[src/rtl/router_pkg.sv]
// router_pkg: shared state encoding and destination address constants for router_fsm
package router_pkg;
  typedef enum logic [2:0] {
    DECODE_ADDRESS     = 3'd0,
    LOAD_FIRST_DATA    = 3'd1,
    LOAD_DATA          = 3'd2,
    LOAD_PARITY        = 3'd3,
    FIFO_FULL_STATE    = 3'd4,
    LOAD_AFTER_FULL    = 3'd5,
    WAIT_TILL_EMPTY    = 3'd6,
    CHECK_PARITY_ERROR = 3'd7
  } state_e;
  localparam logic [1:0] ADDR_0       = 2'b00;
  localparam logic [1:0] ADDR_1       = 2'b01;
  localparam logic [1:0] ADDR_2       = 2'b10;
  localparam logic [1:0] ADDR_INVALID = 2'b11;
endpackage

[src/rtl/router_fsm.sv]
// router_fsm: packet router control FSM; in: clock, resetn, pkt_valid, data_in[1:0], fifo_empty_0/1/2, fifo_full, soft_reset_0/1/2, parity_done, low_pkt_valid; out: detect_add, lfd_state, ld_state, laf_state, full_state, rst_int_reg, write_enb_reg, busy
module router_fsm
  import router_pkg::*;
(
  input  logic       clock,
  input  logic       resetn,
  input  logic       pkt_valid,
  input  logic [1:0] data_in,
  input  logic       fifo_empty_0,
  input  logic       fifo_empty_1,
  input  logic       fifo_empty_2,
  input  logic       fifo_full,
  input  logic       soft_reset_0,
  input  logic       soft_reset_1,
  input  logic       soft_reset_2,
  input  logic       parity_done,
  input  logic       low_pkt_valid,
  output logic       detect_add,
  output logic       lfd_state,
  output logic       ld_state,
  output logic       laf_state,
  output logic       full_state,
  output logic       rst_int_reg,
  output logic       write_enb_reg,
  output logic       busy
);
  state_e state_q, state_d;
  logic [1:0] addr_q, addr_d;
  logic [3:0] empty_v, srst_v;
  assign empty_v = {1'b0, fifo_empty_2, fifo_empty_1, fifo_empty_0};
  assign srst_v  = {1'b0, soft_reset_2, soft_reset_1, soft_reset_0};
  assign addr_d  = (state_q == DECODE_ADDRESS && pkt_valid) ? data_in : addr_q;
  always_ff @(posedge clock or negedge resetn)
    if (!resetn) begin
      state_q <= DECODE_ADDRESS;
      addr_q  <= ADDR_0;
    end else begin
      state_q <= state_d;
      addr_q  <= addr_d;
    end
  always_comb begin
    state_d = state_q;
    case (state_q)
      DECODE_ADDRESS:
        if (pkt_valid && data_in != ADDR_INVALID)
          state_d = empty_v[data_in] ? LOAD_FIRST_DATA : WAIT_TILL_EMPTY;
      LOAD_FIRST_DATA:    state_d = LOAD_DATA;
      LOAD_DATA:          state_d = fifo_full ? FIFO_FULL_STATE : (!pkt_valid ? LOAD_PARITY : LOAD_DATA);
      LOAD_PARITY:        state_d = CHECK_PARITY_ERROR;
      CHECK_PARITY_ERROR: state_d = fifo_full ? FIFO_FULL_STATE : DECODE_ADDRESS;
      FIFO_FULL_STATE:    state_d = fifo_full ? FIFO_FULL_STATE : LOAD_AFTER_FULL;
      LOAD_AFTER_FULL:    state_d = parity_done ? DECODE_ADDRESS : (low_pkt_valid ? LOAD_PARITY : LOAD_DATA);
      WAIT_TILL_EMPTY:    state_d = empty_v[addr_q] ? LOAD_FIRST_DATA : WAIT_TILL_EMPTY;
      default:            state_d = DECODE_ADDRESS;
    endcase
    if (srst_v[addr_q]) state_d = DECODE_ADDRESS;
  end
  assign detect_add    = state_q == DECODE_ADDRESS;
  assign lfd_state     = state_q == LOAD_FIRST_DATA;
  assign ld_state      = state_q == LOAD_DATA;
  assign laf_state     = state_q == LOAD_AFTER_FULL;
  assign full_state    = state_q == FIFO_FULL_STATE;
  assign rst_int_reg   = state_q == CHECK_PARITY_ERROR;
  assign write_enb_reg = ld_state || laf_state || state_q == LOAD_PARITY;
  assign busy          = !(detect_add || ld_state);
endmodule

[config.mk]
export PLATFORM = sky130hd
export DESIGN_NAME = router_fsm
export DESIGN_NICKNAME = d
export VERILOG_FILES = /design/src/rtl/router_pkg.sv /design/src/rtl/router_fsm.sv
export SDC_FILE = /design/constraint.sdc
export NUM_CORES = 1
export LEC_CHECK = 0
export ABC_AREA = 0
export BUFFER_PORTS_ARGS = -buffer_cell sky130_fd_sc_hd__buf_2
export CAP_MARGIN = 10
export CORE_AREA = 2 2 39 41
export CTS_BUF_LIST = sky130_fd_sc_hd__clkbuf_2 sky130_fd_sc_hd__clkbuf_4 sky130_fd_sc_hd__clkbuf_8
export DETAILED_ROUTE_END_ITERATION = 7
export DIE_AREA = 0 0 41 43
export GPL_TIMING_DRIVEN = 0
export SYNTH_ARGS = -nofsm -noshare
export SYNTH_HDL_FRONTEND = slang
export SYNTH_SLANG_ARGS = --single-unit
[constraint.sdc]
create_clock -name clock -period 3.55 [get_ports clock]
set_input_delay 0.5325 -clock clock [delete_from_list [all_inputs] [get_ports clock]]
set_output_delay 0.5325 -clock clock [all_outputs]
set_load 0.005 [all_outputs]
Yosys cells after proc, flatten, opt, wreduce, memory -nomap -nowiden
Index checks and enable logic that the tools add are counted.
{"block": "op_classes", "magnitude_cmp": 2, "muxes": 17, "reduce_logical": 7, "eq_ne": 9}
{"operator": "3-bit one-hot mux with 8 select lines", "count": 1}
{"operator": "3-bit 2-to-1 mux", "count": 6}
{"operator": "3-bit == test, second input constant", "count": 4}
{"operator": "1-bit binary-select mux with 2-bit select", "count": 3}
{"operator": "3-bit by 2-bit == test with 1-bit output, second input constant", "count": 2}
{"operator": "2-bit by 3-bit less-than comparator with 1-bit output, second input constant", "count": 2}
{"operator": "1-bit 2-to-1 mux", "count": 6}
{"operator": "3-bit by 1-bit == test with 1-bit output, second input constant", "count": 1}
{"operator": "3-bit zero test", "count": 1}
{"operator": "1-bit logical OR", "count": 3}
{"operator": "3-bit by 1-bit inequality test with 1-bit output, second input constant", "count": 1}
{"operator": "1-bit logical AND", "count": 2}
{"operator": "2-bit 2-to-1 mux", "count": 1}
{"operator": "2-bit inequality test, second input constant", "count": 1}
{"operator": "1-bit zero test", "count": 1}
{"block": "totals", "output_inout_bits": 8, "wordCells": 37, "inputBits": 14, "regBits": 5}

Longest topological paths before layout
Gate-level depths: netlist of the first run.
{"block": "logic_depth", "word_depth": 6, "mapped_depth": 5}

Worst setup path after synthesis of the first run
Ideal clock, no wire load.
{"block": "synth_path", "path_kind": "reg-to-output", "startpoint": "register state_q[1]", "endpoint": "output port write_enb_reg", "arrival_ns": 0.851, "path_buffers": 1, "slack_ns": 2.166, "path_stages_with_launch": 4, "path_cell_list": "dfrtp_1 -> buf_6 -> nand2b_1 -> o21ai_0"}
{"block": "synth_via", "elab_chain_cells": 3, "elab_cells_between_ends": 5, "cone_classes": "eq/ne (3); reduce/logical (2)"}
{"item": "start: declaration", "line": "router_fsm.sv:27", "text": "state_e state_q, state_d;"}
{"item": "start signal: assignment", "line": "router_fsm.sv:38", "text": "state_q <= state_d;"}
{"item": "3-bit by 2-bit == test with 1-bit output / 3-bit == test (equally long branches)", "line": "router_fsm.sv:60, router_fsm.sv:61"}
{"item": "1-bit logical OR", "line": "router_fsm.sv:64", "text": "assign write_enb_reg = ld_state || laf_state || state_q == LOAD_PARITY;"}
{"item": "1-bit logical OR *", "line": "router_fsm.sv:64"}
{"item": "end: declaration", "line": "router_fsm.sv:24", "text": "output logic write_enb_reg,"}
Every way passes the cells marked *; elsewhere a longest branch is shown, timed or not.

Final worst setup path of the first run
{"block": "layout_path", "startpoint": "register state_q[2]", "endpoint": "output port full_state"}
{"block": "layout_via", "elab_chain_cells": 1}
{"item": "3-bit == test", "line": "router_fsm.sv:62", "text": "assign full_state = state_q == FIFO_FULL_STATE;"}
{"item": "end: declaration", "line": "router_fsm.sv:22", "text": "output logic full_state,"}
No other way between the ends.

==> out/metrics.yaml, run 1 <==
end_kind: "output port"
wl_per_cell_um: 10.60
place_congestion: 0.6979
critPathMaxFanout: 8
total_power_uw: 436.3
synth_area_um2: 435.4
vias_per_cell: 4.914
route.detailed.drc: 0
clock-sinks: 5
syn_area_per_cell_um2: 8.373
ys_seq_area_share_pct: 28.74
path_cells: "inv_1 > nor3_1 > buf_2"
drv_slew: 0
die_h_um: 43
final_hold_viol_count: 0
synthAdderAreaFrac_pct: 0
synth_top_family_by_area: "simple AND/OR/NAND/NOR gates"
initial_utilization_pct: 31.46
die-area_um2: 1763
fillers: 147
cts.path.max_buffers: 2
setup_tns_ns: 0
skew_ns: 0.004434
setup.worst_path.class: "reg2out"
ff2ff_path_depth: 5
post-cts-setup-buffers: 0
cts_buffers: 3
ys_types: 27
overflow: 0
multiInputGateArea_um2: 280.3
syn_nets: 66
worst_slew_pin_slew_ns: 0.3510
cts_hold_buf: 0
start_kind: "flop"
layout-drive-gt1-share_pct: 41.56
cts_tree: "built"
syn_to_final_growth_pct: 35.63
grt_max_degree: 11
synth_simple_gate_area_share_pct: 30.17
hold_class: "in2async"
postRouteAntennaNets: 0
grt_use_total_pct: 12.51
synth_compound_area_share_pct: 22.13
required_ns: 3.02
setup_viol: 0
synth_xor_area_share_pct: 0
grt_setup_unrepaired: "no"
ir_worst_vdd_uv: 384.5
rows: 14
vias: 457
yosys_warnings: 0
synth_mux_area_share_pct: 12.07
final_util_pct: 42.68
period_minus_slack_ns: 1.772
antenna_found_initial: 0
grt_pass1_wl_mm: 1.483
cp_num_buf_inv: 2
root_buffer: "clkbuf_4"
leakage_uw: 0.0003057
nets: 92
synth_cells: 52
ys_ff_latch: 5
cts.clk_slew.worst_paths_ns: 0.04
cts_resized: 0
core-area_um2: 1384
port_buffers: 21
drt_iter0_drc: 6
wirelength_um: 986
arrival_ns: 1.24
num_antenna_cells: 0
slowest_delay_ns: 0.50
slowest_stage: "dfrtp_1"
crit_family: "flip-flops"
dr.pass1.iters: 4
cp.depth: 3
seq_area_um2: 125.1
cap_violations: 0
worst_skew_pair.late_latency_ns: 0.23
hpwlAfterDp_um: 817.2
grt_pass1_vias: 376
io_pins: 22
die_width_um: 41
max-slew-margin-rel_pct: 76.60
cts_max_level: 1
fmaxAchievable_ghz: 0.5645
finalCritPeriodShare_pct: 49.90
power_density_nw_per_um2: 738.7
status: "finished clean"
[cell usage after synthesis (all sizes together)]
library cell | n | share of area [%]
mux2i | 3 | 6.9
nand2 | 8 | 6.9
nor2b | 2 | 4.6
and2 | 1 | 1.7
or2 | 1 | 1.4
and3 | 2 | 3.2
o221ai | 2 | 4.0
nor3 | 2 | 4.9
a21oi | 2 | 2.3
nor2 | 5 | 4.3
buf | 2 | 4.3
nand3b | 1 | 1.7
o21a | 2 | 3.4
o21ai | 4 | 4.6
inv | 3 | 2.6
o22ai | 1 | 1.4
o311a | 1 | 2.3
a41oi | 1 | 2.0
nand2b | 1 | 1.4
a221oi | 1 | 2.0
dfrtp | 5 | 29
mux2 | 2 | 5.2
[through the flow]
stage                     instance area, um^2  hold slack [ns]  std cells  setup WS [ns]
after floorplan                         435.4           0.2369         52          2.166
after global placement                  560.5           0.3484         89          1.986
after detailed placement                560.5           0.3504         89          1.976
after CTS                               590.6          0.09500         93          1.777
after global routing                    590.6          0.09030         93          1.723
final                                   590.6           0.1000         93          1.778
[path summary, 6_finish.rpt]
kind                                 start    endpoint  slack, ns
worst max-delay path            state_q[2]  full_state       1.78
worst min-delay path                resetn  state_q[1]       0.10
worst max register to register  state_q[0]  state_q[0]       2.19
worst min register to register   addr_q[0]   addr_q[0]       0.58
max in group asynchronous           resetn   addr_q[0]       3.32
min in group clock              data_in[0]   addr_q[0]       0.58
[state kept, by name, indices dropped and copies added (netlist names)]
register / flops
state_q: 3
addr_q: 2
[cells in the final DEF (no fill, tap or decap), types with 2 or more instances in the layout]
master    instances
a21oi_1           2
o21a_1            2
nand2_1           8
mux2i_1           3
mux2_1            2
o21ai_0           3
clkbuf_4          4
inv_1             3
o221ai_1          2
nor2_1            5
buf_2            21
dfrtp_1           5
[power by group]
part	leakage (uW)	internal (uW)	switching, uW
sequential	0.0000624	82.5	29.9
combinational	0.000225	131	123
clock	0.0000184	49.9	20.0
[final cells by class]
cell class              count  share of cell area, %
plain buffers               2                  3.178
clock buffers               4                  5.085
inverters                   3                  1.907
multi-input cells          42                  47.46
flip-flops and latches      5                  21.19
well taps                  16                  3.390
repair buffers             21                  17.80
[cell families after synthesis]
family,after synthesis
buffers and inverters,5
flip-flops,5
AND/OR/NAND/NOR,23
multiplexers,5
AO/OA/AOI/OAI,14
[worst register-to-register path, delay by kind of cell (launching register included)]
family | cells | cell delay (ns)
AOI/OAI and AO/OA | 2 | 0.40
DFF | 1 | 0.35
and+or+nand+nor | 2 | 0.32
buffers and inverters | 1 | 0.17
[routing by layer]
layer,vias up,routed length (um),GRT usage [%]
li1,240,-,-
met2,30,437,18.13
met1,187,419,15.36
met5,-,0,0
met4,0,0,4.000
met3,0,128,6.806
(Power assumes the default switching activity.)
==> run 2, diff against run 1 <==
ABC_AREA = 1   (was 0)
CORE_AREA = not set   (was 2 2 39 41)
CORE_MARGIN = 1   (was not set)
CORE_UTILIZATION = 34   (was not set)
DIE_AREA = not set   (was 0 0 41 43)
clock period = 1.77 ns   (was 3.55 ns; I/O delays follow)
==> out/metrics.yaml, run 2 <==
clock-sinks: 5  # unchanged
grt_pass1_wl_mm: 1.869  # +26%
initial_utilization_pct: 37.80  # +6.3 points
fillers: 152  # +3.4%
ys_ff_latch: 5  # unchanged
cts.clk_slew.worst_paths_ns: 0.05  # about the same
grt_pass1_vias: 464  # +23%
route.detailed.drc: 0  # unchanged
regMostFlops: "state_q"
placed_area_um2: 628.1  # +12%
grt_use_total_pct: 17.24  # +4.7 points
ir_worst_vdd_uv: 669.5  # +74%
finalCritPeriodShare_pct: 80.90
post-cts-setup-buffers: 0  # unchanged
die-area_um2: 1641  # -6.9%
grt_max_degree: 9  # -2
synth_area_um2: 504.2  # +16%
drv_slew: 0  # unchanged
synth_top_area_cell: "dfrtp_1"
skew_ns: 0.004980  # +0.0005465 ns
io_pins: 22  # unchanged
dr.pass1.iters: 4  # unchanged
syn_nets: 95  # +44%
period_minus_slack_ns: 1.432
final_hold_viol_count: 0  # unchanged
r2r-start: "state_q[2]"
yosys.cell_count.top_type: "nor2_1"
top_regs: "state_q: 3 flops, addr_q: 2 flops"
hold_start: "data_in[1]"
nets: 122  # +33%
syn_area_per_cell_um2: 6.225  # -26%
synth_edf_count: 0  # unchanged
fmaxAchievable_ghz: 0.6983
grt_setup_unrepaired: "no"
setup_viol: 0  # unchanged
antenna_found_initial: 0  # unchanged
wirelength_mm: 1.127  # +14%
power_density_nw_per_um2: 1473  # +99%
cts_buffers: 3  # unchanged
setup.worst_path.class: "reg2out"
vias: 567  # +24%
yosys_warnings: 0  # unchanged
cts_tree: "built"
worst_slew_pin_slew_ns: 0.2070  # -0.1441 ns
layout_commonest_cell: "buf_2"
start_kind: "flop"
overflow: 0  # unchanged
final_cell_mix: "21 x buf_2, 16 x nor2_1, 14 x inv_1, 14 x nand2_1, 10 x nand3_1"
rows: 13  # -1
required_ns: 1.50  # -1.52 ns
ys_seq_area_share_pct: 24.81  # -3.9 points
drt_iter0_drc: 7  # +1
place_congestion: 0.7428  # +6.4%
leakage_uw: 0.0004086  # +34%
cts.path.max_buffers: 2  # unchanged
synth-main-ff-cell: "dfrtp_1"
largest_reg_flops: 3  # unchanged
netlist_top_cells_count: "16 x nor2_1, 14 x inv_1, 14 x nand2_1"
arrival_ns: 1.17  # -0.07 ns
core-area_um2: 1334  # -3.6%
synthArstFlopShare_pct: 100.0  # unchanged
synthTopCellsByArea: "dfrtp_1 25%, nor2_1 12%, inv_1 10%"
end_kind: "output port"
die_width_um: 40.51  # -1.2%
die_h_um: 40.51  # -5.8%
critPathMaxFanout: 8  # unchanged
postRouteAntennaNets: 0  # unchanged
setup_tns_ns: 0  # unchanged
worst_skew_pair.late_latency_ns: 0.25  # +0.02 ns
critPathLaunch: "state_q[1]"
cts_max_level: 1  # unchanged
ys_types: 19  # -30%
syn_to_final_growth_pct: 32.51
root_buffer: "clkbuf_4"
cap_violations: 0  # unchanged
status: "finished clean"
synth_cells: 81  # +56%
synth_top_cell_area_share_pct: 24.81  # -3.9 points
fin_area_um2: 668.1  # +13%
wl_per_cell_um: 9.238  # -13%
vias_per_cell: 4.648  # -5.4%
port_buffers: 21  # unchanged
hpwlAfterDp_um: 935.7  # +15%
max-slew-margin-rel_pct: 86.20  # +9.6 points
layout-drive-gt1-share_pct: 35.51  # -6.0 points
hold_class: "in2reg"
num_antenna_cells: 0  # unchanged
-- run 2: stage by stage --
step | util [%] | hold slack [ns] | std cells | power (uW) | setup slack [ns]
after global routing | 50.09 | 0.3118 | 122 | 1102 | 0.2569
final | 50.09 | 0.3085 | 122 | 984.0 | 0.3380
after detailed placement | 47.09 | 0.08284 | 117 | 834.9 | 0.6028
after global placement | 47.09 | 0.08028 | 117 | 835.9 | 0.6071
after CTS | 50.09 | 0.3025 | 122 | 993.9 | 0.3347
after floorplan | - | -0.03009 | 81 | 672.5 | 0.6894
-- run 2: final cells by class --
class	instances	area [um^2]	share of cell area (%)
multi-input combinational	57	300.3	44.94
inverter	18	67.56	10.11
timing repair buffer	22	115.1	17.23
clock buffer	4	30.03	4.494
tap	15	18.77	2.809
buffer	1	11.26	1.685
sequential	5	125.1	18.73
-- run 2: final timing paths --
check / end / slack [ns] / depth (start not counted)
min in group asynchronous: state_q[2] / 0.37 / 2
setup reg to reg: state_q[1] / 0.59 / 8
max in group asynchronous: addr_q[1] / 1.27 / 2
hold reg to reg: addr_q[0] / 0.57 / 2
setup / recovery: write_enb_reg / 0.34 / 5
hold / removal: addr_q[1] / 0.31 / 3
-- run 2: kinds of logic after synthesis --
| kind of cell | share of synthesized area [%] |
|---|---|
| AO/OA/AOI/OAI | 13.40 |
| buffers and inverters | 15.63 |
| flip-flops | 24.81 |
| AND/OR/NAND/NOR | 46.16 |
-- run 2: routing by layer --
layer | up-vias | routed length, um | GRT usage (%)
met5 | - | 0 | 0
met4 | 0 | 0 | 0
met3 | 0 | 74 | 8.333
met2 | 20 | 531 | 30.16
met1 | 244 | 521 | 20.00
li1 | 303 | - | -
-- run 2: power by group --
group / internal, uW / leakage, uW / switching [uW]
Sequential: 165 / 0.0000644 / 63.8
Combinational: 254 / 0.000326 / 352
Clock: 101 / 0.0000184 / 49.0
-- run 2: critical path, cell delays in order (launching register included) --
cell     delay [ns]
dfrtp_1        0.37
buf_6          0.14
inv_2          0.06
nand3_1        0.11
o21ai_0        0.10
buf_2          0.13
-- run 2: what timing repair did --
| item | CTS | global route |
|---|---|---|
| hold endpoints to repair | 5 | 0 |
| resized for setup | 0 | 0 |
| hold buffers | 1 | 0 |
| endpoints found under the setup margin | 0 | 0 |
==> run 3, diff against run 2 <==
ABC_AREA = 0   (was 1)
CORE_AREA = 2 2 39 41   (was not set)
CORE_MARGIN = not set   (was 1)
CORE_UTILIZATION = not set   (was 34)
DIE_AREA = 0 0 41 43   (was not set)
clock period = 1.49 ns   (was 1.77 ns; I/O delays follow)
==> out/metrics.yaml, run 3 (same netlist as run 1, synthesis figures left out) <==
status: "finished clean"
cts_max_level: 1  # unchanged
grt_max_degree: 11  # +2
regMostFlops: "state_q"
cp_num_buf_inv: 2  # -1
die_width_um: 41  # +1.2%
io_pins: 22  # unchanged
grt_use_met2_pct: 18.44  # -12 points
final_cell_mix: "21 x buf_2, 8 x nand2_1, 5 x nor2_1"
ir_worst_vdd_uv: 917.3  # +37%
leakage_uw: 0.0003085  # -24%
layout-drive-gt1-share_pct: 42.31  # +6.8 points
slowest_stage: "dfrtp_1"
fillers: 148  # -2.6%
die_h_um: 43  # +6.1%
power_density_nw_per_um2: 1737  # +18%
overflow: 0  # unchanged
wirelength_um: 987  # -12%
die-area_um2: 1763  # +7.4%
grt_use_total_pct: 12.61  # -4.6 points
finalCritPeriodShare_pct: 95.29
grt_setup_unrepaired: "no"
setup_viol: 0  # unchanged
vias: 461  # -19%
met3_usage_pct: 6.806  # -1.5 points
setup.worst_path.class: "reg2out"
dr.pass1.iters: 4  # unchanged
clock-sinks: 5  # unchanged
cts.path.max_buffers: 2  # unchanged
place_congestion: 0.6979  # -6.0%
layout_commonest_cell: "buf_2"
total_power_uw: 1045  # +6.2%
placed_cells: 89  # -24%
rows: 14  # +1
cap_violations: 0  # unchanged
worst_skew_pair.late_latency_ns: 0.23  # -0.02 ns
multiInputGateArea_um2: 280.3  # -6.7%
syn_to_final_growth_pct: 38.22
path_cells: "buf_6 > nand2b_1 > o21ai_0 > buf_2"
drv_slew: 0  # unchanged
critPathMaxFanout: 9  # +1
hpwlAfterDp_um: 817.2  # -13%
nets: 93  # -24%
port_buffers: 21  # unchanged
grt_pass1_wl_mm: 1.497  # -20%
final_hold_viol_count: 0  # unchanged
grt-busiest-layer: "met2"
crit_family: "flip-flops"
core-area_um2: 1384  # +3.8%
initial_utilization_pct: 31.46  # -6.3 points
arrival_ns: 1.20  # +0.03 ns
stdcell_count: 94  # -23%
num_antenna_cells: 0  # unchanged
postRouteAntennaNets: 0  # unchanged
grt_pass1_vias: 382  # -18%
top_regs: "state_q: 3 flops, addr_q: 2 flops"
end_kind: "output port"
grt.met1_usage_pct: 15.36  # -4.6 points
period_minus_slack_ns: 1.420
start_kind: "flop"
antenna_found_initial: 0  # unchanged
root_buffer: "clkbuf_4"
seq_area_um2: 126.4  # +1.0%
max-slew-margin-rel_pct: 76.53  # -9.7 points
route.detailed.drc: 0  # unchanged
fmaxAchievable_ghz: 0.7043
wl_per_cell_um: 10.50  # +14%
cts_buffers: 3  # unchanged
worst_slew_pin_slew_ns: 0.3520  # +0.1450 ns
setup_tns_ns: 0  # unchanged
cts_tree: "built"
hold_class: "in2reg"
cts.clk_slew.worst_paths_ns: 0.04  # about the same
largest_reg_flops: 3  # unchanged
slowest_delay_ns: 0.36  # about the same
vias_per_cell: 4.904  # +5.5%
required_ns: 1.27  # -0.23 ns
skew_ns: 0.004431  # -0.0005490 ns
drt_iter0_drc: 6  # -1
## run 3: worst reg2reg max path: cells and delay by family (launching register included)
family / cells / cell delay, ns
compound gates: 2 / 0.40
flops: 1 / 0.35
simple gates: 2 / 0.32
buf+inv: 1 / 0.17
## run 3: routing by layer
metal	part of all wire [%]	vias to the layer above	wire [um]
met1	43	189	429
met4	0	0	0
met5	0	-	0
met2	44	30	430
met3	13	0	127
li1	-	242	-
## run 3: worst paths after layout
check | start | to | slack (ns) | cells after the start
min reg2reg | addr_q[0] | addr_q[0] | 0.58 | 1
max in group asynchronous | resetn | state_q[2] | 1.02 | 2
min | data_in[0] | addr_q[0] | 0.27 | 2
max | state_q[1] | write_enb_reg | 0.07 | 4
max reg2reg | state_q[0] | state_q[0] | 0.13 | 5
min in group asynchronous | resetn | state_q[1] | 0.33 | 2
## run 3: layout make-up
class | count | share of cell area (%)
multi-input combinational | 42 | 46.57
inverter | 3 | 1.871
sequential | 5 | 21.00
timing repair buffer | 22 | 19.13
clock buffer | 4 | 4.990
tap | 16 | 3.326
buffer | 2 | 3.119
## run 3: per-stage QoR
stage                     instance area [um^2]  hold slack (ns)  util, %  worst slack, ns
after global routing                     601.8           0.2730    43.49         0.001727
after CTS                                600.6           0.2609    43.40          0.02582
after floorplan                          435.4         -0.07209        -           0.2133
after detailed placement                 560.5          0.04136    40.51           0.1379
after global placement                   560.5          0.03939    40.51           0.1337
final                                    601.8           0.2670    43.49          0.07018
## run 3: repair_timing
action / 4_1_cts / 5_1_grt
hold buffers: 1 / 0
setup endpoints to repair: 0 / 3
resized for setup: 0 / 1
setup buffers: 0 / 0
endpoints found under the hold margin: 5 / 0
## run 3: power breakdown
part	total [uW]	internal, uW	switching, uW
combinational	609	313	295
clock	166	119	47.6
sequential	270	199	71.3
total	1050	631	414
